### src/rtl/coreaxi4dmacontroller_dscrptr_sched.sv
// Descriptor scheduler: two-level arbitration (high group first, round-robin
// within each group). It offers one descriptor at a time to the transfer
// engine, waits for its chunk acknowledge, and pulses a clear back to the
// descriptor bank on a done ack.
// Optional feature macro: COREAXI4DMACONTROLLER_STARVE_PROMOTE_EN (starvation
// promotion of the low group after STARVE_LIMIT consecutive high grants).
module coreaxi4dmacontroller_dscrptr_sched #(
    parameter int NUM_DSCRPTRS      = 4,
    parameter int DSCRPTR_NUM_WIDTH = 2,
    parameter int STARVE_LIMIT      = 8,
    parameter int STARVE_CNT_WIDTH  = 4
) (
    input  logic                         CLOCK,
    input  logic                         RESET,
    input  logic                         enable,
    input  logic [NUM_DSCRPTRS-1:0]      dscrptrValid,
    input  logic [NUM_DSCRPTRS-1:0]      dscrptrPri,
    output logic                         issueValid,
    output logic [DSCRPTR_NUM_WIDTH-1:0] issueNum,
    input  logic                         issueReady,
    input  logic                         ackValid,
    input  logic [DSCRPTR_NUM_WIDTH-1:0] ackNum,
    input  logic                         ackDone,
    output logic                         clrValid,
    output logic [DSCRPTR_NUM_WIDTH-1:0] clrNum,
    output logic                         busy,
    output logic                         ackErr
);

    typedef enum logic [3:0] {
        IDLE     = 4'b0001,
        ARB      = 4'b0010,
        ISSUE    = 4'b0100,
        WAIT_ACK = 4'b1000
    } state_t;

    localparam logic [DSCRPTR_NUM_WIDTH-1:0] LAST_IDX = DSCRPTR_NUM_WIDTH'(NUM_DSCRPTRS - 1);

    // Parameter sanity checks at elaboration time.
    if ((1 << DSCRPTR_NUM_WIDTH) < NUM_DSCRPTRS) begin : g_bad_num_width
        $error("DSCRPTR_NUM_WIDTH too small for NUM_DSCRPTRS");
    end
    if (STARVE_LIMIT >= (1 << STARVE_CNT_WIDTH)) begin : g_bad_starve_width
        $error("STARVE_CNT_WIDTH cannot hold STARVE_LIMIT");
    end

    // Round-robin search: nearest set bit strictly after ptr, wrapping.
    // Scanning from farthest to nearest lets the nearest hit win.
    function automatic logic [DSCRPTR_NUM_WIDTH:0] rr_pick(
        input logic [NUM_DSCRPTRS-1:0]      req,
        input logic [DSCRPTR_NUM_WIDTH-1:0] ptr
    );
        logic [DSCRPTR_NUM_WIDTH:0] res;
        int idx;
        res = '0;
        for (int k = NUM_DSCRPTRS; k >= 1; k--) begin
            idx = int'(ptr) + k;
            if (idx >= NUM_DSCRPTRS) idx = idx - NUM_DSCRPTRS;
            if (req[DSCRPTR_NUM_WIDTH'(idx)]) res = {1'b1, DSCRPTR_NUM_WIDTH'(idx)};
        end
        return res;
    endfunction

    state_t                         state_reg, state_next;
    logic                           issue_valid_reg, issue_valid_next;
    logic [DSCRPTR_NUM_WIDTH-1:0]   issue_num_reg, issue_num_next;
    logic                           group_hi_reg, group_hi_next;
    logic [DSCRPTR_NUM_WIDTH-1:0]   ptr_hi_reg, ptr_hi_next;
    logic [DSCRPTR_NUM_WIDTH-1:0]   ptr_lo_reg, ptr_lo_next;
    logic                           clr_valid_reg, clr_valid_next;
    logic [DSCRPTR_NUM_WIDTH-1:0]   clr_num_reg, clr_num_next;
    logic                           busy_reg, busy_next;
    logic                           ack_err_reg, ack_err_next;

    logic [NUM_DSCRPTRS-1:0]        cand;
    logic [NUM_DSCRPTRS-1:0]        hi_req, lo_req;
    logic [DSCRPTR_NUM_WIDTH:0]     hi_pick, lo_pick;
    logic                           ack_match;
    logic                           force_lo;

    // A descriptor being cleared this cycle is still shown valid by the bank;
    // hide it so it cannot be re-issued.
    for (genvar gi = 0; gi < NUM_DSCRPTRS; gi++) begin : g_cand
        assign cand[gi] = dscrptrValid[gi] &
                          ~(clr_valid_reg & (clr_num_reg == DSCRPTR_NUM_WIDTH'(gi)));
    end

    assign hi_req    = cand & dscrptrPri;
    assign lo_req    = cand & ~dscrptrPri;
    assign hi_pick   = rr_pick(hi_req, ptr_hi_reg);
    assign lo_pick   = rr_pick(lo_req, ptr_lo_reg);
    assign ack_match = (state_reg == WAIT_ACK) && (ackNum == issue_num_reg);

`ifdef COREAXI4DMACONTROLLER_STARVE_PROMOTE_EN
    logic [STARVE_CNT_WIDTH-1:0] starve_cnt_reg, starve_cnt_next;
    assign force_lo = (starve_cnt_reg == STARVE_CNT_WIDTH'(STARVE_LIMIT)) && (lo_req != '0);
`else
    assign force_lo = 1'b0;
`endif

    // Next-state and registered-output logic.
    always_comb begin
        state_next       = state_reg;
        issue_valid_next = issue_valid_reg;
        issue_num_next   = issue_num_reg;
        group_hi_next    = group_hi_reg;
        ptr_hi_next      = ptr_hi_reg;
        ptr_lo_next      = ptr_lo_reg;
        clr_valid_next   = 1'b0;
        clr_num_next     = clr_num_reg;
        ack_err_next     = ack_err_reg | (ackValid & ~ack_match);
`ifdef COREAXI4DMACONTROLLER_STARVE_PROMOTE_EN
        starve_cnt_next  = starve_cnt_reg;
`endif
        case (state_reg)
            IDLE: begin
                if (enable && (dscrptrValid != '0)) state_next = ARB;
            end
            ARB: begin
                if (!enable || (cand == '0)) begin
                    state_next = IDLE;
                end else begin
                    state_next       = ISSUE;
                    issue_valid_next = 1'b1;
                    if ((hi_req == '0) || force_lo) begin
                        issue_num_next = lo_pick[DSCRPTR_NUM_WIDTH-1:0];
                        group_hi_next  = 1'b0;
                    end else begin
                        issue_num_next = hi_pick[DSCRPTR_NUM_WIDTH-1:0];
                        group_hi_next  = 1'b1;
                    end
`ifdef COREAXI4DMACONTROLLER_STARVE_PROMOTE_EN
                    if ((hi_req == '0) || force_lo || (lo_req == '0))
                        starve_cnt_next = '0;
                    else if (starve_cnt_reg != STARVE_CNT_WIDTH'(STARVE_LIMIT))
                        starve_cnt_next = starve_cnt_reg + 1'b1;
`endif
                end
            end
            ISSUE: begin
                if (issueReady) begin
                    issue_valid_next = 1'b0;
                    state_next       = WAIT_ACK;
                    if (group_hi_reg) ptr_hi_next = issue_num_reg;
                    else              ptr_lo_next = issue_num_reg;
                end
            end
            WAIT_ACK: begin
                if (ackValid && ack_match) begin
                    if (ackDone) begin
                        clr_valid_next = 1'b1;
                        clr_num_next   = ackNum;
                    end
                    state_next = enable ? ARB : IDLE;
                end
            end
            default: state_next = IDLE;
        endcase
        busy_next = (state_next != IDLE);
    end

    // State and output registers with synchronous reset.
    always_ff @(posedge CLOCK) begin
        if (RESET) begin
            state_reg       <= IDLE;
            issue_valid_reg <= 1'b0;
            issue_num_reg   <= '0;
            group_hi_reg    <= 1'b0;
            ptr_hi_reg      <= LAST_IDX;
            ptr_lo_reg      <= LAST_IDX;
            clr_valid_reg   <= 1'b0;
            clr_num_reg     <= '0;
            busy_reg        <= 1'b0;
            ack_err_reg     <= 1'b0;
        end else begin
            state_reg       <= state_next;
            issue_valid_reg <= issue_valid_next;
            issue_num_reg   <= issue_num_next;
            group_hi_reg    <= group_hi_next;
            ptr_hi_reg      <= ptr_hi_next;
            ptr_lo_reg      <= ptr_lo_next;
            clr_valid_reg   <= clr_valid_next;
            clr_num_reg     <= clr_num_next;
            busy_reg        <= busy_next;
            ack_err_reg     <= ack_err_next;
        end
    end

`ifdef COREAXI4DMACONTROLLER_STARVE_PROMOTE_EN
    // Consecutive high-group grant counter while low-group work waits.
    always_ff @(posedge CLOCK) begin
        if (RESET) starve_cnt_reg <= '0;
        else       starve_cnt_reg <= starve_cnt_next;
    end
`endif

    assign issueValid = issue_valid_reg;
    assign issueNum   = issue_num_reg;
    assign clrValid   = clr_valid_reg;
    assign clrNum     = clr_num_reg;
    assign busy       = busy_reg;
    assign ackErr     = ack_err_reg;

endmodule
### config.mk
export PLATFORM = sky130hd
export DESIGN_NAME = coreaxi4dmacontroller_dscrptr_sched
export DESIGN_NICKNAME = d
export VERILOG_FILES = /design/src/rtl/coreaxi4dmacontroller_dscrptr_sched.sv
export SDC_FILE = /design/constraint.sdc
export NUM_CORES = 1
export LEC_CHECK = 0
export ABC_AREA = 1
export CAP_MARGIN = 20
export CORE_UTILIZATION = 55
export CTS_CLUSTER_SIZE = 40
export DETAILED_ROUTE_END_ITERATION = 7
export PLACE_DENSITY = 0.84
export SLEW_MARGIN = 20
export SYNTH_ARGS = -nofsm -noshare
export SYNTH_HDL_FRONTEND = slang
export SYNTH_SLANG_ARGS = --single-unit
### constraint.sdc
create_clock -name CLOCK -period 2.2 [get_ports CLOCK]
set_clock_uncertainty 0.1 [all_clocks]
set_input_delay 0.33 -clock CLOCK [delete_from_list [all_inputs] [get_ports CLOCK]]
set_output_delay 0.33 -clock CLOCK [all_outputs]
set_load 0.01 [all_outputs]
==> results.toml, run 1 <==
[setup_path]
reg2reg_from = "ptr_lo_reg[0]"
critPathSlowestCell = "clkdlybuf4s50_1"
arrival_ps = 1350
critical_path_class = "reg2out"
worst-path-buf-inv = 1
critical-path-top-delay-family = "buffers and inverters"
cp-start-kind = "flop"
crit_path_end_kind = "primary output"
worstPathCellList = "clkdlybuf4s50_1"
reg2reg_depth = 13
path_depth = 1
cpPeakStageDelay_ps = 590
worstPathRequired_ps = 1770
r2r_setup_slack_ps = 490
r2r_end = "issueNum[0]"
critical_path.max_fanout = 5

[routing]
num_vias = 1417
drt_iter0_markers = 65
dr.pass1.iters = 4
detail-route-antenna-nets = 0
drcViolationCount = 0
wl_per_cell_um = 12.6
vias_per_cell = 5.69
drt-total-wl_um = 3140

[pwr]
total_power_w = 0.000629
p_int_w = 0.000453
swShare = 0.280
power.switching_w = 0.000176
p_comb_frac = 0.220
seqPwrFrac = 0.516
ir_drop_mv = 0.455
leakage_nw = 0.724
p_per_area_mw_per_mm2 = 415
p_clk_frac = 0.265

[logic_synthesis]
synthCells = 197
synth_top_area_frac = 0.274
yosysWarnings = 0
ys_types = 27
post-synth-top-count-cell = "nand2_1"
synth_compound_area_frac = 0.137
synth-main-ff-cell = "dfxtp_1"
yosysTopAreaCell = "dfxtp_1"
async_flop_share = 0
synthTopCellsByArea = "dfxtp_1 27%, nand2_1 15%, nand3_1 10%, inv_1 8.5%, nand4_1 6.0%"
postSynthAreaPerCell_sq_um = 6.31
synth_xor_xnor_area_share = 0.0282
synth.net_count = 213
synth_fa_ha_area_frac = 0
synth_sequential_area_ratio = 0.274
synth_mux_area_frac = 0
ys_ff_latch = 17
syn_area_sq_mm = 0.00124
synth_edf_count = 0
synth_top_family_by_area = "simple AND/OR/NAND/NOR gates"
post_synth_and_or_nand_nor_area_fraction = 0.451
synth_commonest_cells = "49 x nand2_1, 28 x inv_1, 25 x nand3_1"

[sta]
period_needed_ps = 1780
fmax_ghz = 0.563
tightest_slew_ps = 339
period_share = 0.807
final_hold_viol_count = 0
tns_ps = 0
setup_viol = 0
holdWs_ps = 370
rsz0062_at_grt = "false"
slew_violations = 0
relSlewSlack = 0.772

[min_path]
holdPathStages = 2
min_from = "issueValid"
hp-class = "reg2reg"
hold_path_end = "issueValid"

[floorplanning]
fp.dieW_um = 49.5
num_rows = 16
initial_core_util = 0.608
coreArea_sq_mm = 0.00204
die_y_um = 49.5
ioPinCount = 24
design.die.area_sq_mm = 0.00245

[grt]
grt_antenna_before_repair = 0
top_usage_layer = "met2"
grt_pass1_wl_um = 5390
grt_max_degree = 10
groute.layer.met1.usage = 0.330
overflow = 0
grt_pass1_vias = 1309
grtUsageMet3 = 0.0370
grtUsageMet2 = 0.491
grt.total_usage = 0.280

[clock_network]
cts_tree = "built"
htree_levels = 1
clk_latency_ps = 290
post_cts_buffers = 0
clkTransAtPathRegs_ps = 90
ctsResizeCount = 0
clockBufferDepth = 2
clk_root_buffer_cell = "clkbuf_4"
holdBufCountCts = 0
cts_sinks = 17
cts_inserted_buffers = 3

[final_layout]
drive_above_1_share = 0.0946
synthToLayoutAreaGrowth_pct = 22.1
fin_cells = 249
finalInstanceArea_sq_mm = 0.00152
largest_register_ffs = 4
fill_cells = 173
antennaDiodeCount = 0
nets = 239

[placed_design]
finalWeightedCongestion = 0.934
dp_hpwl_um = 2540
dp_cells = 245
port_buffers = 23
placed_area_sq_mm = 0.00149

[outcome]
status = "completed"

[job]
max_cap_violations = 0
## layer usage
layer | vias up | routed length, um | share of wire
met1 | 645 | 1350 | 0.43
met4 | 0 | 68 | 0.022
met3 | 7 | 200 | 0.064
met2 | 59 | 1520 | 0.49
met5 | - | 0 | 0
li1 | 706 | - | -
## per-stage QoR
step	setup WS, ps	util
3_3_place_gp	250	0.730
5_1_grt	291	0.743
3_5_place_dp	211	0.730
6_report	425	0.743
2_1_floorplan	658	-
4_1_cts	433	0.743
## layout by cell type, fill, tap and decap left out, drive strengths merged, types with 2 or more instances in the layout
| cell type | n |
|---|---|
| a211oi | 2 |
| a21oi | 13 |
| clkbuf | 4 |
| clkdlybuf4s50 | 23 |
| dfxtp | 17 |
| inv | 30 |
| nand2 | 52 |
| nand3 | 32 |
| nand4 | 12 |
| nor2 | 15 |
| nor4 | 2 |
| o21a | 2 |
| o21ai | 8 |
| xor2 | 3 |
## cells by family after synthesis
logic type             Yosys count
AO/OA/AOI/OAI                   28
XOR/XNOR                         4
buffers and inverters           33
flip-flops                      17
AND/OR/NAND/NOR                115
## how the worst max path moves through the flow
stage                        endpoint            start  slack (ps)
after detailed placement  issueNum[0]  dscrptrValid[2]         210
after global placement    issueNum[0]  dscrptrValid[2]         250
after CTS                 issueNum[1]      issueNum[1]         430
final                     issueNum[1]      issueNum[1]         420
after global routing      issueNum[0]    ptr_lo_reg[0]         290
after floorplan           issueNum[1]        clrNum[1]         660
## power by group through the flow
stage	clock network, W	logic (W)	registers [W]
2_1_floorplan	0	0.0000729	0.000332
3_3_place_gp	0	0.000132	0.000331
3_5_place_dp	0	0.000136	0.000331
4_1_cts	0.000166	0.000137	0.000324
5_1_grt	0.000183	0.000154	0.000325
6_report	0.000167	0.000138	0.000324
## layout make-up
class	count	area, sq um	share of cell area
multi-input cells	147	766	0.505
clock buffers	4	26.3	0.0173
well taps	27	33.8	0.0223
repair buffers	24	238	0.157
flip-flops and latches	17	340	0.224
inverters	30	113	0.0743
No activity file was read; power rests on OpenSTA's default activity.
==> run 2, diff against run 1 <==
Settings changed: CORE_UTILIZATION 55 to 46, PLACE_DENSITY 0.84 to 0.75.
Clock period 2.2 ns to 1.5 ns, I/O delays scaled along.
==> results.toml, run 2 (synthesis results as in run 1) <==
[floorplanning]
die_y_um = 54.0
ioPinCount = 24
coreArea_sq_mm = 0.00252
initial_core_util = 0.493
fp.dieW_um = 54.0
design.die.area_sq_mm = 0.00291
num_rows = 18

[clock_network]
clk_latency_ps = 290
clockBufferDepth = 2
cts_sinks = 17
clkTransAtPathRegs_ps = 100
htree_levels = 1
clk_root_buffer_cell = "clkbuf_4"
cts_tree = "built"
cts_inserted_buffers = 3

[setup_path]
cp-start-kind = "flop"
worstPathRequired_ps = 1600
r2r_setup_slack_ps = -100
worstPathCellList = "buf_6, nand3_4, nand4_1, nand2_1, nand2_2, nand2_2, inv_2, o21ai_1, nand2_1, nand2_1, nand2_1, nand3_1, nand2_1, inv_1"
r2r_end = "issueNum[0]"
crit_top_cell = "nand2_1"
critical_path.max_fanout = 5
critPathSlowestCell = "dfxtp_4"
crit_path_end_kind = "flop"
reg2reg_depth = 14
cpPeakStageDelay_ps = 400
critical_path_class = "reg2reg"
arrival_ps = 1700
reg2reg_from = "clrValid"

[sta]
tns_ps = -189
rsz0062_at_grt = "true"
setup_viol = 2
holdWs_ps = 372
relSlewSlack = 0.798
tightest_slew_ps = 303
fmax_ghz = 0.624
slew_violations = 0
final_hold_viol_count = 0
period_share = 1.07
period_needed_ps = 1600
fin_ws_ps = -102

[routing]
detail-route-antenna-nets = 0
drt-total-wl_um = 3750
vias_per_cell = 5.47
wl_per_cell_um = 13.4
num_vias = 1526
drcViolationCount = 0
drt_iter0_markers = 42
dr.pass1.iters = 4

[min_path]
hp-class = "reg2reg"
holdPathStages = 2
min_from = "issueValid"
hold_path_end = "issueValid"

[final_layout]
utilization = 0.744
layout_common_cells = "43 x nand2_1, 25 x buf_4, 23 x inv_1, 18 x nand3_1, 12 x nand4_1"
multi_input_area_sq_um = 883
synthToLayoutAreaGrowth_pct = 51.0
final_common_cell = "nand2_1"
fill_cells = 200
drive_above_1_share = 0.337
register_area_sq_um = 360
largest_register_ffs = 4
finalInstanceArea_sq_mm = 0.00188
antennaDiodeCount = 0
nets = 266

[grt]
grt_antenna_before_repair = 0
grt_pass1_wl_um = 5640
grt.total_usage = 0.268
grt_pass1_vias = 1382
overflow = 0
grt_max_degree = 10

[placed_design]
dp_hpwl_um = 2790
placed_area_sq_mm = 0.00165
port_buffers = 23
finalWeightedCongestion = 0.849

[pwr]
leakage_nw = 0.935
ir_drop_mv = 0.523
total_power_w = 0.000953
p_per_area_mw_per_mm2 = 508

[outcome]
failed_checks = "setup timing"
status = "complete, but fails checks"

[job]
max_cap_violations = 0
-- run 2: cell types whose count changed in the layout (fill, tap and decap cells not counted), sizes merged --
cell	before	now
dlygate4sd2	0	8
clkdlybuf4s50	23	11
dlymetal6s2s	0	3
buf	1	29
-- run 2: routing by layer --
metal,track usage,up-vias,routed length (um)
li1,-,763,-
met1,0.327,700,1600
met2,0.475,52,1860
met3,0.0367,11,197
met4,0.0983,0,83
met5,0,-,0
-- run 2: power by group --
part	switching (W)	total (W)	leakage, nW	internal [W]
clock	0.000147	0.000251	0.0150	0.000103
combinational	0.000125	0.000234	0.780	0.000109
sequential	0.0000100	0.000469	0.141	0.000459
-- run 2: area by class of cell --
type,instances,share of cell area
multi-input cells,147,0.471
inverters,30,0.0627
well taps,30,0.0200
clock buffers,4,0.0140
repair buffers,51,0.240
flip-flops and latches,17,0.192
-- run 2: worst max path at each step --
stage / startpoint / endpoint / slack [ps]
3_3_place_gp: dscrptrValid[2] / issueNum[0] / -360
4_1_cts: clrValid / issueNum[0] / -70
2_1_floorplan: clrValid / issueNum[1] / -10
6_report: clrValid / issueNum[0] / -100
3_5_place_dp: dscrptrValid[2] / issueNum[0] / -380
5_1_grt: clrValid / issueNum[0] / -190
-- run 2: worst max-delay path, delay by kind of cell (launching register included) --
kind	cells	cell delay (ps)
compound gates	1	50
simple gates	10	760
flops	1	400
buf+inv	3	190
-- run 2: repair_timing --
item | in CTS | in global routing
hold buffers | 0 | 0
pin swaps | 13 | 8
buffers inserted | 5 | 1
setup endpoints to repair | 11 | 12
gates resized for setup | 36 | 24
-- run 2: metrics by stage --
stage | worst slack [ps] | instances
floorplan | -10.6 | 197
global placement | -362 | 269
detailed placement | -378 | 269
finish | -102 | 279
CTS | -69.0 | 278
global route | -194 | 279
==> run 3, diff against run 2 <==
Settings changed: SKIP_LAST_GASP from default to 1.
==> results.toml, run 3 (synthesis results as in run 1) <==
[setup_path]
worstPathCellList = "buf_6, nand3_4, nand4_1, nand2_1, nand2_2, nand2_2, inv_2, o21ai_1, nand2_1, nand2_1, nand2_1, nand3_1, nand2_1, inv_1"
crit_path_end_kind = "flop"
worstPathRequired_ps = 1600
critPathSlowestCell = "dfxtp_4"
critical_path.max_fanout = 5
cpPeakStageDelay_ps = 400
crit_top_cell = "nand2_1"
cp-start-kind = "flop"
arrival_ps = 1700
critical_path_class = "reg2reg"

[floorplanning]
die_y_um = 54.0
num_rows = 18
initial_core_util = 0.493
fp.dieW_um = 54.0
coreArea_sq_mm = 0.00252
design.die.area_sq_mm = 0.00291
ioPinCount = 24

[sta]
relSlewSlack = 0.799
tns_ps = -188
holdWs_ps = 372
final_hold_viol_count = 0
slew_violations = 0
period_share = 1.07
setup_viol = 2
period_needed_ps = 1600
fin_ws_ps = -102
tightest_slew_ps = 301
rsz0062_at_grt = "true"
fmax_ghz = 0.624

[grt]
grt_antenna_before_repair = 0
grtUsageMet2 = 0.475
overflow = 0
groute.layer.met1.usage = 0.327
grt_pass1_vias = 1382
grt_pass1_wl_um = 5640
grtUsageMet3 = 0.0367
grt_max_degree = 10
top_usage_layer = "met2"
grt.total_usage = 0.268

[final_layout]
final_common_cell = "nand2_1"
nets = 266
layout_common_cells = "43 x nand2_1, 24 x buf_4, 23 x inv_1, 18 x nand3_1, 12 x nand4_1"
fill_cells = 199
drive_above_1_share = 0.333
largest_register_ffs = 4
finalInstanceArea_sq_mm = 0.00188
synthToLayoutAreaGrowth_pct = 51.4
antennaDiodeCount = 0

[clock_network]
cts_sinks = 17
htree_levels = 1
clk_latency_ps = 290
cts_inserted_buffers = 3
clk_root_buffer_cell = "clkbuf_4"
clkTransAtPathRegs_ps = 100
cts_tree = "built"
clockBufferDepth = 2

[routing]
drt-total-wl_um = 3750
detail-route-antenna-nets = 0
vias_per_cell = 5.47
wl_per_cell_um = 13.4
drcViolationCount = 0
dr.pass1.iters = 4
num_vias = 1526
drt_iter0_markers = 42

[pwr]
p_int_w = 0.000671
ir_drop_mv = 0.522
seqPwrFrac = 0.492
swShare = 0.296
p_clk_frac = 0.263
total_power_w = 0.000953
p_comb_frac = 0.245
leakage_nw = 0.952
p_per_area_mw_per_mm2 = 507
power.switching_w = 0.000282

[placed_design]
dp_hpwl_um = 2790
placed_area_sq_mm = 0.00165
finalWeightedCongestion = 0.849
port_buffers = 23

[outcome]
failed_checks = "setup timing"
status = "complete, but fails checks"

[min_path]
hp-class = "reg2reg"

[job]
max_cap_violations = 0
run 3: changes by cell type in the layout (fill, tap and decap cells not counted):
cell | before | now
buf_4 | 25 | 24
dlymetal6s2s_1 | 3 | 4
o21ai_1 | 3 | 2
o21ai_0 | 5 | 6
run 3: through the flow:
stage	utilization	instances	setup WS [ps]
after detailed placement	0.656	269	-378
after global placement	0.656	269	-362
final	0.746	279	-102
after CTS	0.716	278	-123
after floorplan	-	197	-10.6
after global routing	0.746	279	-194
run 3: layout make-up:
cell class | count | area (sq um) | area share
clock buffers | 4 | 26.3 | 0.0140
well taps | 30 | 37.5 | 0.0200
repair buffers | 51 | 455 | 0.242
multi-input cells | 147 | 883 | 0.470
flip-flops and latches | 17 | 360 | 0.192
inverters | 30 | 118 | 0.0625
run 3: path summary, 6_finish.rpt:
path | startpoint | to | slack, ps | depth (start not counted)
max | clrValid | issueNum[0] | -100 | 14
min reg2reg | issueValid | issueValid | 370 | 2
max reg2reg | clrValid | issueNum[0] | -100 | 14
min | issueValid | issueValid | 370 | 2
run 3: power groups by stage:
stage	combinational [W]	sequential (W)	clock, W
after floorplan	0.000107	0.000487	0
after global placement	0.000212	0.000482	0
after detailed placement	0.000215	0.000483	0
after CTS	0.000222	0.000465	0.000247
after global routing	0.000253	0.000470	0.000274
final	0.000233	0.000469	0.000251
run 3: critical path: cells and delay by family, from the launching register on:
kind / cells / cell delay [ps]
buffers and inverters: 3 / 190
DFF: 1 / 400
and+or+nand+nor: 10 / 760
AOI/OAI and AO/OA: 1 / 50
run 3: repair_timing:
item | CTS | global route
buffers inserted | 5 | 1
resized for setup | 35 | 24
gates cloned | 0 | 0
endpoints found under the setup margin | 11 | 13
hold buffers | 0 | 0
pin swaps | 13 | 8
run 3: layer usage:
| metal | part of all wire | vias up |
|---|---|---|
| met5 | 0 | - |
| met4 | 0.022 | 0 |
| met3 | 0.053 | 11 |
| met2 | 0.50 | 52 |
| met1 | 0.43 | 700 |
| li1 | - | 763 |
